File: config.mk
export PLATFORM = sky130hd
export DESIGN_NAME = mux_scan_sequencer_flat
export DESIGN_NICKNAME = d
export VERILOG_FILES = /design/src/rtl/mux_scan_sequencer_pkg.sv /design/src/rtl/mux_scan_sequencer_if.sv /design/src/rtl/mux_scan_sequencer.sv /design/src/flat_wrapper.sv
export SDC_FILE = /design/constraint.sdc
export NUM_CORES = 1
export LEC_CHECK = 0
export ABC_CLOCK_PERIOD_IN_PS = 2600
export BUFFER_PORTS_ARGS = -buffer_cell sky130_fd_sc_hd__buf_2
export CORE_AREA = 3 3 41 50
export CTS_BUF_LIST = sky130_fd_sc_hd__clkbuf_4 sky130_fd_sc_hd__clkbuf_8
export DETAILED_ROUTE_END_ITERATION = 12
export DIE_AREA = 0 0 44 53
export GPL_ROUTABILITY_DRIVEN = 0
export PLACE_DENSITY = 0.7
export RECOVER_POWER = 25
export SETUP_SLACK_MARGIN = 0.02
export SLEW_MARGIN = 20
export SYNTH_ARGS = -nofsm -noshare
export SYNTH_HDL_FRONTEND = slang
export SYNTH_SLANG_ARGS = --single-unit
File: constraint.sdc
create_clock -name clk -period 2.6 [get_ports clk]
set_input_delay 0.26 -clock clk [delete_from_list [all_inputs] [get_ports clk]]
set_output_delay 0.26 -clock clk [all_outputs]
set_load 0.02 [all_outputs]
File: src/rtl/mux_scan_sequencer_pkg.sv
// mux_scan_pkg: shared types and constants for the mux scan sequencer.
//   state_t   : sequencer state (IDLE waiting for a word, RUN scanning slots)
//   NUM_SLOTS : number of mux inputs scanned per frame
//   IDX_W     : width of the slot index / mux select
//   slot_sel  : maps a slot index to the select value for the chosen bit order
package mux_scan_pkg;

   typedef enum logic {
      IDLE = 1'b0,
      RUN  = 1'b1
   } state_t;

   localparam int NUM_SLOTS = 8;
   localparam int IDX_W     = 3;

   // Slot 0 is always the first slot of a frame; with msb_first the scan
   // starts at input 7 and walks down.
   function automatic logic [IDX_W-1:0] slot_sel(input logic [IDX_W-1:0] idx,
                                                 input logic            msb_first);
      return msb_first ? (IDX_W'(NUM_SLOTS - 1) - idx) : idx;
   endfunction

endpackage

File: src/rtl/mux_scan_sequencer_if.sv
// mux_scan_sequencer_if: load handshake plus mux-facing outputs.
//   load_data/load_valid/load_ready : word handshake into the sequencer
//   d                               : latched word, bit k feeds mux input ik
//   s0/s1/s2                        : mux select (s2 = MSB)
//   bit_valid/frame_start/frame_end : frame qualifiers
// modport slave  : the sequencer side
// modport master : the word producer / observer side
interface mux_scan_sequencer_if;
   logic [7:0] load_data;
   logic       load_valid;
   logic       load_ready;
   logic [7:0] d;
   logic       s0;
   logic       s1;
   logic       s2;
   logic       bit_valid;
   logic       frame_start;
   logic       frame_end;

   modport slave (
      input  load_data, load_valid,
      output load_ready, d, s0, s1, s2, bit_valid, frame_start, frame_end
   );

   modport master (
      output load_data, load_valid,
      input  load_ready, d, s0, s1, s2, bit_valid, frame_start, frame_end
   );
endinterface

File: src/rtl/mux_scan_sequencer.sv
// mux_scan_sequencer: accepts an 8-bit word and steps the 8:1 mux select
// through all eight positions, DIVIDE clocks per slot, turning the word into
// a serial bitstream at the mux output. A word offered during the last cycle
// of a frame is taken without a gap.
// Parameters:
//   DIVIDE    : clocks per bit slot (1..256)
//   MSB_FIRST : 0 = select 0..7, 1 = select 7..0
// Ports:
//   clk  : rising-edge clock
//   rst  : synchronous active-high reset
//   bus  : mux_scan_sequencer_if.slave (handshake + mux-facing outputs)
//   hold : only when MUX_SCAN_HOLD_EN is defined; freezes sequencing in RUN
// All bus outputs are registered except load_ready, which is decoded from the
// current state and gated by rst.
module mux_scan_sequencer
   import mux_scan_pkg::*;
#(
   parameter int DIVIDE    = 1,
   parameter bit MSB_FIRST = 1'b0
) (
   input  logic clk,
   input  logic rst,
`ifdef MUX_SCAN_HOLD_EN
   input  logic hold,
`endif
   mux_scan_sequencer_if.slave bus
);

   localparam int                TICK_W    = (DIVIDE > 1) ? $clog2(DIVIDE) : 1;
   localparam logic [TICK_W-1:0] TICK_LAST = TICK_W'(DIVIDE - 1);
   localparam logic [IDX_W-1:0]  IDX_LAST  = IDX_W'(NUM_SLOTS - 1);

   state_t            state_reg, state_next;
   logic [IDX_W-1:0]  idx_reg, idx_next;
   logic [TICK_W-1:0] tick_reg, tick_next;
   logic [7:0]        d_reg, d_next;
   logic [IDX_W-1:0]  sel_reg, sel_next;
   logic              bit_valid_reg, bit_valid_next;
   logic              frame_start_reg, frame_start_next;
   logic              frame_end_reg, frame_end_next;

   logic stall;
   logic slot_last;
   logic frame_last;
   logic load_ready;
   logic fire;

   // hold only matters while a frame is running; an idle sequencer still loads.
`ifdef MUX_SCAN_HOLD_EN
   assign stall = hold && (state_reg == RUN);
`else
   assign stall = 1'b0;
`endif

   assign slot_last  = (tick_reg == TICK_LAST);
   assign frame_last = (state_reg == RUN) && (idx_reg == IDX_LAST) && slot_last;
   assign load_ready = !rst && !stall && ((state_reg == IDLE) || frame_last);
   assign fire       = bus.load_valid && load_ready;

   always_comb begin
      state_next = state_reg;
      idx_next   = idx_reg;
      tick_next  = tick_reg;
      d_next     = d_reg;

      unique case (state_reg)
         IDLE: begin
            if (fire) begin
               d_next     = bus.load_data;
               idx_next   = '0;
               tick_next  = '0;
               state_next = RUN;
            end
         end
         RUN: begin
            if (!stall) begin
               if (slot_last) begin
                  tick_next = '0;
                  // 3-bit wrap from 7 back to 0 closes the frame
                  idx_next  = idx_reg + 1'b1;
               end else begin
                  tick_next = tick_reg + 1'b1;
               end
               if (frame_last) begin
                  if (fire) begin
                     d_next = bus.load_data;
                  end else begin
                     state_next = IDLE;
                  end
               end
            end
         end
         default: state_next = IDLE;
      endcase

      // Outputs are registered, so they are derived from the next state.
      // Idle select parks on the first position of the scan order.
      bit_valid_next   = (state_next == RUN);
      sel_next         = slot_sel((state_next == RUN) ? idx_next : '0, MSB_FIRST);
      frame_start_next = (state_next == RUN) && !stall &&
                         (idx_next == '0) && (tick_next == '0);
      frame_end_next   = (state_next == RUN) && !stall &&
                         (idx_next == IDX_LAST) && (tick_next == TICK_LAST);
   end

   always_ff @(posedge clk) begin
      if (rst) begin
         state_reg       <= IDLE;
         idx_reg         <= '0;
         tick_reg        <= '0;
         d_reg           <= '0;
         sel_reg         <= '0;
         bit_valid_reg   <= 1'b0;
         frame_start_reg <= 1'b0;
         frame_end_reg   <= 1'b0;
      end else begin
         state_reg       <= state_next;
         idx_reg         <= idx_next;
         tick_reg        <= tick_next;
         d_reg           <= d_next;
         sel_reg         <= sel_next;
         bit_valid_reg   <= bit_valid_next;
         frame_start_reg <= frame_start_next;
         frame_end_reg   <= frame_end_next;
      end
   end

   assign bus.load_ready  = load_ready;
   assign bus.d           = d_reg;
   assign bus.s0          = sel_reg[0];
   assign bus.s1          = sel_reg[1];
   assign bus.s2          = sel_reg[2];
   assign bus.bit_valid   = bit_valid_reg;
   assign bus.frame_start = frame_start_reg;
   assign bus.frame_end   = frame_end_reg;

endmodule
File: src/flat_wrapper.sv
// flat-port wrapper written by rule: the top's interface ports become plain ports
module mux_scan_sequencer_flat import mux_scan_pkg::*;
#(
   parameter int DIVIDE    = 1,
   parameter bit MSB_FIRST = 1'b0
)
  (clk, rst, bus_load_data, bus_load_valid, bus_load_ready, bus_d, bus_s0, bus_s1, bus_s2, bus_bit_valid, bus_frame_start, bus_frame_end);
  mux_scan_sequencer_if bus_i ();
  input  logic clk;
  input  logic rst;
  input wire logic [$bits(bus_i.load_data)-1:0] bus_load_data;
  input wire logic [$bits(bus_i.load_valid)-1:0] bus_load_valid;
  output wire logic [$bits(bus_i.load_ready)-1:0] bus_load_ready;
  output wire logic [$bits(bus_i.d)-1:0] bus_d;
  output wire logic [$bits(bus_i.s0)-1:0] bus_s0;
  output wire logic [$bits(bus_i.s1)-1:0] bus_s1;
  output wire logic [$bits(bus_i.s2)-1:0] bus_s2;
  output wire logic [$bits(bus_i.bit_valid)-1:0] bus_bit_valid;
  output wire logic [$bits(bus_i.frame_start)-1:0] bus_frame_start;
  output wire logic [$bits(bus_i.frame_end)-1:0] bus_frame_end;
  assign bus_i.load_data = bus_load_data;
  assign bus_i.load_valid = bus_load_valid;
  assign bus_load_ready = bus_i.load_ready;
  assign bus_d = bus_i.d;
  assign bus_s0 = bus_i.s0;
  assign bus_s1 = bus_i.s1;
  assign bus_s2 = bus_i.s2;
  assign bus_bit_valid = bus_i.bit_valid;
  assign bus_frame_start = bus_i.frame_start;
  assign bus_frame_end = bus_i.frame_end;
  mux_scan_sequencer #(.DIVIDE(DIVIDE), .MSB_FIRST(MSB_FIRST)) u_core (.clk(clk), .rst(rst), .bus(bus_i));
endmodule
==> metrics.cfg, run 1 <==
[run_status]
status = finished, final reports clean

[clock_tree]
clk_latency_ps = 290
cts_resized = 0
cts_buffers = 3
cts-root-buf = clkbuf_4
ctsHoldBuffers = 0
cts_tree = built
cts_max_level = 1
clk_pin_slew_ps = 100
cts_setup_buffers = 0
clkSinkCount = 18
clock_path_buffers = 2

[routing]
drt_iter0_drc = 4
vias_per_cell = 5.06
drc = 0
wl_per_cell_um = 10.6
ant_nets = 0
wirelength_mm = 1.28
drtPass1Iterations = 4
num_vias = 612

[yosys]
synth-async-reset-ratio_pct = 0
yosys.area.top_type_share_pct = 50.8
netlist_top_cells_area = dfxtp_1, nand2b_1, o21ai_1, nand2_1, nor2_1
synth_edf_count = 0
synth-main-ff-cell = dfxtp_1
ys_seq_elements = 18
synth_nets = 89
syn-cell-area_um2 = 709
synthTopCellsByCount = dfxtp_1, nand2_1, nand2b_1, nor2_1, o21ai_1
syn_inst = 76
ys_seq_area_share_pct = 50.8
syn_area_per_cell_um2 = 9.33
post-synth-top-area-cell = dfxtp_1
yosysMostFrequentCell = dfxtp_1
ys.warnings.count = 0
synth_cell_types = 24

[layout]
n_antenna_cell = 0
regArea_um2 = 360
final_util_pct = 53.4
drive_gt1_share_pct = 29.1
area_delta_synth_final_pct = 23.5
fill_cells = 165
fin_nets = 117
largest_reg_flops = 8
design_area_um2 = 876
multi_input_area_um2 = 332

[worst_setup_path]
cp.arrival_ps = 1450
worstPathRequired_ps = 2340
crit_path_end_kind = output port
startpoint_type = flop
crit_fanout = 4
rrSetupSlack_ps = 1060
reg2reg_depth = 6
path_class = reg -> out
timing.rr.start = u_core.idx_reg[0]
worstReg2RegEnd = u_core.bus.frame_start

[timing]
grt_setup_unrepaired = no
finalCritPeriodShare_pct = 65.7
hold_viol_final = 0
hold_slack_ps = 161
layout_min_cycle_time_ps = 1710
setup_violations = 0
tightest_slew_ps = 368
final.setup.tns_ps = 0
slew_violations = 0
max_freq_mhz = 586
slew_headroom_pct = 75.4
skew_ps = 1.67

[worst_hold_path]
whs_endpoint = u_core.bus.d[5]
holdCritStartpoint = bus_load_data[5]
min_path_cells = 3
hold_path.class = in -> reg

[global_routing]
grt.total_usage_pct = 12.8
antenna_found_initial = 0
grt_overflow = 0
grt_pass1_vias = 551
grt_max_degree = 17
grt_pass1_wl_mm = 2.24

[floorplan]
dieArea_mm2 = 0.00233
core_mm2 = 0.00164
fp.dieW_um = 44
start_util_pct = 43.2
rows = 16
die_y_um = 53
io_pins = 26

[power]
power_density_mw_per_mm2 = 612
irDropWorstVdd_v = 0.000362
leakage_nw = 0.366
power_mw = 0.536

[run]
drv_cap = 0

[place]
place_hpwl_um = 997
numPortBuffers = 25
place_area_um2 = 848

==> per-stage QoR <==
| stage | setup WS, ps | std cells |
|---|---|---|
| global placement | 1150 | 117 |
| finish | 893 | 121 |
| global route | 784 | 121 |
| detailed placement | 1070 | 117 |
| floorplan | 1200 | 76 |
| CTS | 869 | 121 |
==> worst max-delay path by stage <==
stage,from,to,cells past startpoint
6_report,u_core.idx_reg[0],bus_load_ready,5
5_1_grt,u_core.idx_reg[0],bus_load_ready,5
4_1_cts,u_core.idx_reg[0],bus_load_ready,5
3_5_place_dp,u_core.idx_reg[0],u_core.bus.frame_start,6
3_3_place_gp,u_core.idx_reg[0],u_core.bus.frame_start,6
2_1_floorplan,u_core.idx_reg[0],u_core.bus.frame_start,6
==> report_power, final <==
part,switching [mW],total (mW),internal [mW]
combinational,0.0430,0.0704,0.0274
sequential,0.00916,0.299,0.290
clock,0.0818,0.167,0.0854
total,0.134,0.536,0.402
==> layer usage <==
layer	share of wire [%]	wire length [um]	vias up	GRT usage (%)
met2	46	589	24	21.4
met3	7.4	95	5	2.38
met1	45	571	271	15.1
met4	1.8	23	0	7.54
met5	0	0	-	0
li1	-	-	312	-
==> area by class of cell <==
| type | count | share of cell area [%] |
|---|---|---|
| Sequential cell | 18 | 41.1 |
| Clock buffer | 4 | 4.14 |
| Multi-Input combinational cell | 54 | 37.9 |
| Timing Repair Buffer | 25 | 13.3 |
| Inverter | 2 | 1.00 |
| Tap cell | 18 | 2.57 |
==> cells in the final DEF, fill, tap and decap left out <==
| master | count |
|---|---|
| o21ai_1 | 8 |
| o21ai_0 | 1 |
| nand2b_4 | 1 |
| nor3b_1 | 1 |
| a31oi_1 | 2 |
| ha_1 | 2 |
| and4_1 | 1 |
| inv_2 | 1 |
| and2_2 | 1 |
| a21oi_1 | 3 |
| a21oi_2 | 1 |
| clkbuf_1 | 7 |
| nand2b_1 | 9 |
| nor3_1 | 1 |
| mux2i_1 | 2 |
| nor2_1 | 8 |
| nand2_1 | 9 |
| dfxtp_1 | 18 |
| or2_4 | 1 |
| clkinv_2 | 1 |
| nor4b_1 | 1 |
| a21oi_4 | 1 |
| clkbuf_4 | 3 |
| clkbuf_8 | 1 |
| nand2b_2 | 1 |
| buf_2 | 18 |
==> cells by family (layout without fill, tap and decap cells) <==
| family | Yosys count | count (layout) | share of synthesized area [%] |
|---|---|---|---|
| buffers and inverters | 4 | 31 | 2.47 |
| and+or+nand+nor | 34 | 34 | 26.6 |
| DFF | 18 | 18 | 50.8 |
| adders and majority gates | 2 | 2 | 3.53 |
| muxes | 2 | 2 | 2.82 |
| AOI/OAI and AO/OA | 16 | 16 | 13.8 |
==> critical path, stage by stage, from the launching register on <==
cell	delay [ps]
dfxtp_1	380
ha_1	170
ha_1	210
nand2b_4	90
a21oi_1	130
buf_2	170
Power figures use the tool's default switching activity.
==> inputs of run 2 (changes only) <==
Settings changed: ABC_AREA from default to 1, ABC_CLOCK_PERIOD_IN_PS 2600 to 1600, CORE_AREA 3 3 41 50 to 3 3 43 52, DIE_AREA 0 0 44 53 to 0 0 46 55, PLACE_DENSITY 0.7 to 0.69.
Clock period 2.6 ns to 1.6 ns, I/O delays scaled along.
==> metrics.cfg, run 2 <==
[power]
leakage_nw = 0.462  ; was 0.366 nW
irDropWorstVdd_v = 0.000590  ; was 0.000362 V
power_density_mw_per_mm2 = 914  ; was 612 mW/mm2
power_mw = 0.852  ; was 0.536 mW

[yosys]
synth_edf_count = 0  ; unchanged
yosys.area.top_type_share_pct = 45.9  ; was 50.8%
synth_fa_ha_area_share_pct = 3.19  ; was 3.53%
synthTopCellsByCount = nand3_1, nand2_1, dfxtp_1, nor2_1, inv_1  ; was dfxtp_1, nand2_1, nand2b_1, nor2_1, o21ai_1
syn_area_per_cell_um2 = 7.92  ; was 9.33 um2
netlist_top_cells_area = dfxtp_1, nand3_1, nand2_1, nor2_1, a21oi_4  ; was dfxtp_1, nand2b_1, o21ai_1, nand2_1, nor2_1
yosysMostFrequentCell = nand3_1  ; was dfxtp_1
synth_mux_area_share_pct = 0  ; was 2.82%
synth_top_family_by_area = simple AND/OR/NAND/NOR gates  ; unchanged
synth_cell_types = 16  ; was 24
syn_inst = 99  ; was 76
synth-main-ff-cell = dfxtp_1  ; unchanged
synth_simple_gate_area_share_pct = 34.4  ; was 26.6%
ys_seq_elements = 18  ; unchanged
synthXorXnorAreaFrac_pct = 0  ; unchanged
post-synth-top-area-cell = dfxtp_1  ; unchanged
syn-cell-area_um2 = 785  ; was 709 um2
synth_compound_area_share_pct = 6.86  ; was 13.8%
synth-async-reset-ratio_pct = 0  ; unchanged
ys_seq_area_share_pct = 45.9  ; was 50.8%
ys.warnings.count = 0  ; unchanged
synth_nets = 112  ; was 89

[floorplan]
rows = 17  ; was 16
die_y_um = 55  ; was 53 um
start_util_pct = 42.9  ; was 43.2%
dieArea_mm2 = 0.00253  ; was 0.00233 mm2
core_mm2 = 0.00183  ; was 0.00164 mm2
io_pins = 26  ; unchanged
fp.dieW_um = 46  ; was 44 um

[clock_tree]
clock_path_buffers = 2  ; unchanged
cts-root-buf = clkbuf_4  ; unchanged
clk_latency_ps = 290  ; about the same
clk_pin_slew_ps = 90  ; was 100 ps
clkSinkCount = 18  ; unchanged
ctsHoldBuffers = 0  ; unchanged
cts_tree = built  ; unchanged
cts_max_level = 1  ; unchanged
cts_buffers = 3  ; unchanged

[routing]
drtPass1Iterations = 3  ; was 4
drc = 0  ; unchanged
num_vias = 695  ; was 612
wirelength_mm = 1.56  ; was 1.28 mm
vias_per_cell = 4.86  ; was 5.06
drt_iter0_drc = 6  ; was 4
ant_nets = 0  ; unchanged
wl_per_cell_um = 10.9  ; was 10.6 um

[global_routing]
grt_pass1_wl_mm = 2.37  ; was 2.24 mm
grt.total_usage_pct = 13.1  ; was 12.8%
grt_overflow = 0  ; unchanged
antenna_found_initial = 0  ; unchanged
grt_max_degree = 13  ; was 17
grt_pass1_vias = 596  ; was 551

[timing]
hold_viol_final = 0  ; unchanged
tightest_slew_ps = 419  ; was 368 ps
skew_ps = 3.53  ; was 1.67 ps
setup_violations = 0  ; unchanged
hold_slack_ps = 86.8  ; was 161 ps
slew_headroom_pct = 72.0  ; was 75.4%
final.setup.tns_ps = 0  ; unchanged
layout_min_cycle_time_ps = 1490
slew_violations = 0  ; unchanged
grt_setup_unrepaired = no  ; unchanged
max_freq_mhz = 672
finalCritPeriodShare_pct = 93.0

[worst_setup_path]
crit_fanout = 3  ; was 4
worst_path_max_delay_cell = dfxtp_2  ; was dfxtp_1
worstPathRequired_ps = 1440  ; was 2340 ps
path_delay_family = flip-flops  ; unchanged
crit_buf_inv = 1  ; unchanged
cp.arrival_ps = 1330  ; was 1450 ps
path_class = reg -> out  ; unchanged
worstPathCellList = ha_1 -> ha_2 -> nand2_4 -> a21oi_4 -> buf_6  ; was ha_1 -> ha_1 -> nand2b_4 -> a21oi_1 -> buf_2
startpoint_type = flop  ; unchanged
cpPeakStageDelay_ps = 350  ; was 380 ps
crit_path_end_kind = output port  ; unchanged

[layout]
final_cell_mix = nand3_1, nand2_1, buf_2  ; was buf_2, dfxtp_1, nand2b_1, nand2_1
area_delta_synth_final_pct = 18.8  ; was 23.5%
largest_reg_flops = 8  ; unchanged
final_common_cell = nand3_1
n_antenna_cell = 0  ; unchanged
fill_cells = 185  ; was 165
regArea_um2 = 363  ; was 360 um2
multi_input_area_um2 = 348  ; was 332 um2
final_util_pct = 51.0  ; was 53.4%
fin_nets = 139  ; was 117
drive_gt1_share_pct = 29.0  ; was 29.1%

[run]
drv_cap = 0  ; unchanged

[run_status]
status = finished, final reports clean  ; unchanged

[place]
place_hpwl_mm = 1.19  ; was 997 um
numPortBuffers = 25  ; unchanged

[worst_hold_path]
hold_path.class = in -> reg  ; unchanged

-- run 2: final cells by class --
type                            count  area share, %
Timing Repair Buffer               26           14.0
Sequential cell                    18           38.9
Inverter                           12           4.83
Multi-Input combinational cell     65           37.3
Clock buffer                        3           2.42
Tap cell                           19           2.55
-- run 2: worst min-delay path: cells and delay by family --
family / cells / cell delay (ps)
buffers and inverters: 1 / 70
AND/OR/NAND/NOR: 2 / 120
-- run 2: cell families (layout without fill, tap and decap cells) --
| kind of cell | Yosys count | after routing |
|---|---|---|
| simple gates | 58 | 58 |
| flops | 18 | 18 |
| buf+inv | 16 | 41 |
| compound gates | 5 | 5 |
| fa+ha+maj | 2 | 2 |
-- run 2: power breakdown --
part	internal [mW]	total, mW	switching (mW)
clock	0.0877	0.220	0.133
sequential	0.472	0.488	0.0158
combinational	0.0510	0.143	0.0918
total	0.611	0.852	0.240
-- run 2: stage by stage --
step	setup WS (ps)	instances	area [um2]
6_report	112	143	932
5_1_grt	38.3	143	932
4_1_cts	30.8	143	936
3_5_place_dp	243	139	903
3_3_place_gp	274	139	903
2_1_floorplan	367	99	785
-- run 2: path summary, 6_finish.rpt --
check / depth (start not counted) / endpoint / slack (ps) / startpoint
max reg2reg: 8 / u_core.bus.frame_end / 270 / u_core.idx_reg[0]
min: 3 / u_core.bus.d[3] / 90 / bus_load_data[3]
min reg2reg: 2 / u_core.bus.d[2] / 470 / u_core.bus.d[2]
max: 5 / bus_load_ready / 110 / u_core.idx_reg[0]
-- run 2: repair_timing --
action,in CTS,in global routing
gates resized for setup,1,4
setup buffers,1,0
pin swaps,1,1
endpoints found under the setup margin,1,1
-- run 2: routing by layer --
layer | share of wire, % | vias to the layer above | wire length (um) | GRT usage [%]
li1 | - | 365 | - | -
met1 | 43 | 307 | 667 | 13.9
met2 | 49 | 21 | 759 | 23.6
met3 | 6.9 | 2 | 108 | 2.91
met4 | 1.7 | 0 | 26 | 7.11
met5 | 0 | - | 0 | 0
==> inputs of run 3 (changes only) <==
Settings changed: ABC_AREA 1 to 0, CORE_AREA 3 3 43 52 to 3 3 41 50, DIE_AREA 0 0 46 55 to 0 0 44 53, PLACE_DENSITY 0.69 to 0.7, SKIP_CTS_REPAIR_TIMING from default to 1.
==> metrics.cfg, run 3 (synthesis results as in run 1) <==
[run_status]
status = finished, final reports clean  ; unchanged

[routing]
drc = 0  ; unchanged
drt_iter0_drc = 6  ; unchanged
wl_per_cell_um = 10.7  ; was 10.9 um
vias_per_cell = 4.93  ; was 4.86
wirelength_mm = 1.31  ; was 1.56 mm
drtPass1Iterations = 4  ; was 3
ant_nets = 0  ; unchanged
num_vias = 601  ; was 695

[worst_setup_path]
startpoint_type = flop  ; unchanged
crit_path_end_kind = output port  ; unchanged
worstPathRequired_ps = 1440  ; about the same
crit_fanout = 4  ; was 3
path_class = reg -> out  ; unchanged
cp.arrival_ps = 1340  ; was 1330 ps

[global_routing]
grt.total_usage_pct = 12.7  ; was 13.1%
grt_pass1_vias = 591  ; was 596
grt_overflow = 0  ; unchanged
grt_pass1_wl_mm = 2.23  ; was 2.37 mm
grt_max_degree = 17  ; was 13
antenna_found_initial = 0  ; unchanged

[floorplan]
start_util_pct = 43.2  ; was 42.9%
io_pins = 26  ; unchanged
core_mm2 = 0.00164  ; was 0.00183 mm2
dieArea_mm2 = 0.00233  ; was 0.00253 mm2
die_y_um = 53  ; was 55 um
fp.dieW_um = 44  ; was 46 um
rows = 16  ; was 17

[power]
leakage_nw = 0.370  ; was 0.462 nW
p_seq_share_pct = 55.8  ; was 57.3%
p_comb_share_pct = 13.8  ; was 16.8%
p_int_mw = 0.657  ; was 0.611 mW
power_density_mw_per_mm2 = 957  ; was 914 mW/mm2
clock_power_share_pct = 30.4  ; was 25.9%
p_switching_mw = 0.214  ; was 0.240 mW
irDropWorstVdd_v = 0.000579  ; was 0.000590 V
power_mw = 0.871  ; was 0.852 mW
swShare_pct = 24.6  ; was 28.2%

[layout]
fin_nets = 118  ; was 139
drive_gt1_share_pct = 34.6  ; was 29.0%
final_util_pct = 55.5  ; was 51.0%
design_area_um2 = 911  ; was 932 um2
n_antenna_cell = 0  ; unchanged
final_cell_mix = buf_2, dfxtp_1, nand2b_1, nand2_1  ; was nand3_1, nand2_1, buf_2
area_delta_synth_final_pct = 28.4  ; was 18.8%
instances_no_fill = 122  ; was 143
final_common_cell = buf_2  ; was nand3_1
largest_reg_flops = 8  ; unchanged

[clock_tree]
clk_pin_slew_ps = 90  ; about the same
clkSinkCount = 18  ; unchanged
cts_max_level = 1  ; unchanged
cts_tree = built  ; unchanged
clock_path_buffers = 2  ; unchanged
clk_latency_ps = 280  ; was 290 ps
cts-root-buf = clkbuf_4  ; unchanged
cts_buffers = 3  ; unchanged

[timing]
tightest_slew_ps = 383  ; was 419 ps
grt_setup_unrepaired = yes  ; was no
setup_ws_ps = 100  ; was 112 ps
slew_violations = 0  ; unchanged
max_freq_mhz = 667  ; was 672 MHz
hold_slack_ps = 74.9  ; was 86.8 ps
setup_violations = 0  ; unchanged
hold_viol_final = 0  ; unchanged
finalCritPeriodShare_pct = 93.7  ; was 93.0%
skew_ps = 0.850  ; was 3.53 ps
layout_min_cycle_time_ps = 1500  ; was 1490 ps
final.setup.tns_ps = 0  ; unchanged
slew_headroom_pct = 74.4  ; was 72.0%

[place]
dp.cells = 118  ; was 139
numPortBuffers = 25  ; unchanged
place_area_um2 = 856  ; was 903 um2
place_hpwl_um = 991  ; was 1.19 mm
place_ws_ps = 76.3  ; was 243 ps

[run]
drv_cap = 0  ; unchanged

[worst_hold_path]
hold_path.class = in -> reg  ; unchanged

-- run 3: path summary, 6_finish.rpt --
check                      endpoint  slack [ps]               from  depth (start not counted)
min                 u_core.bus.d[2]          70   bus_load_data[2]                          3
max                  bus_load_ready         100  u_core.idx_reg[0]                          5
min reg2reg         u_core.bus.d[7]         470    u_core.bus.d[7]                          2
max reg2reg  u_core.bus.frame_start         130  u_core.idx_reg[0]                          6
-- run 3: critical path: stages, from the launching register on --
cell      delay, ps
dfxtp_2         340
ha_1            230
ha_4            180
nand2b_4         90
a21oi_2          60
buf_4           170
-- run 3: layer usage --
layer  global-route usage [%]  vias to the layer above  share of wire (%)
li1                         -                      312                  -
met1                     14.6                      270                 44
met2                     21.6                       17                 48
met3                     2.04                        2                6.4
met4                     7.54                        0                1.1
met5                        0                        -                  0
-- run 3: area by class of cell --
cell class / count / area, um2
sequential: 18 / 363
clock buffer: 4 / 36.3
timing repair buffer: 26 / 126
multi-input combinational: 54 / 354
tap: 18 / 22.5
fill: 167 / 731
inverter: 2 / 8.76
-- run 3: power groups by stage --
| stage | registers (mW) | logic, mW | clock network [mW] |
|---|---|---|---|
| floorplan | 0.520 | 0.0496 | 0 |
| global placement | 0.495 | 0.118 | 0 |
| detailed placement | 0.496 | 0.120 | 0 |
| CTS | 0.486 | 0.121 | 0.279 |
| global route | 0.490 | 0.135 | 0.299 |
| finish | 0.486 | 0.120 | 0.265 |
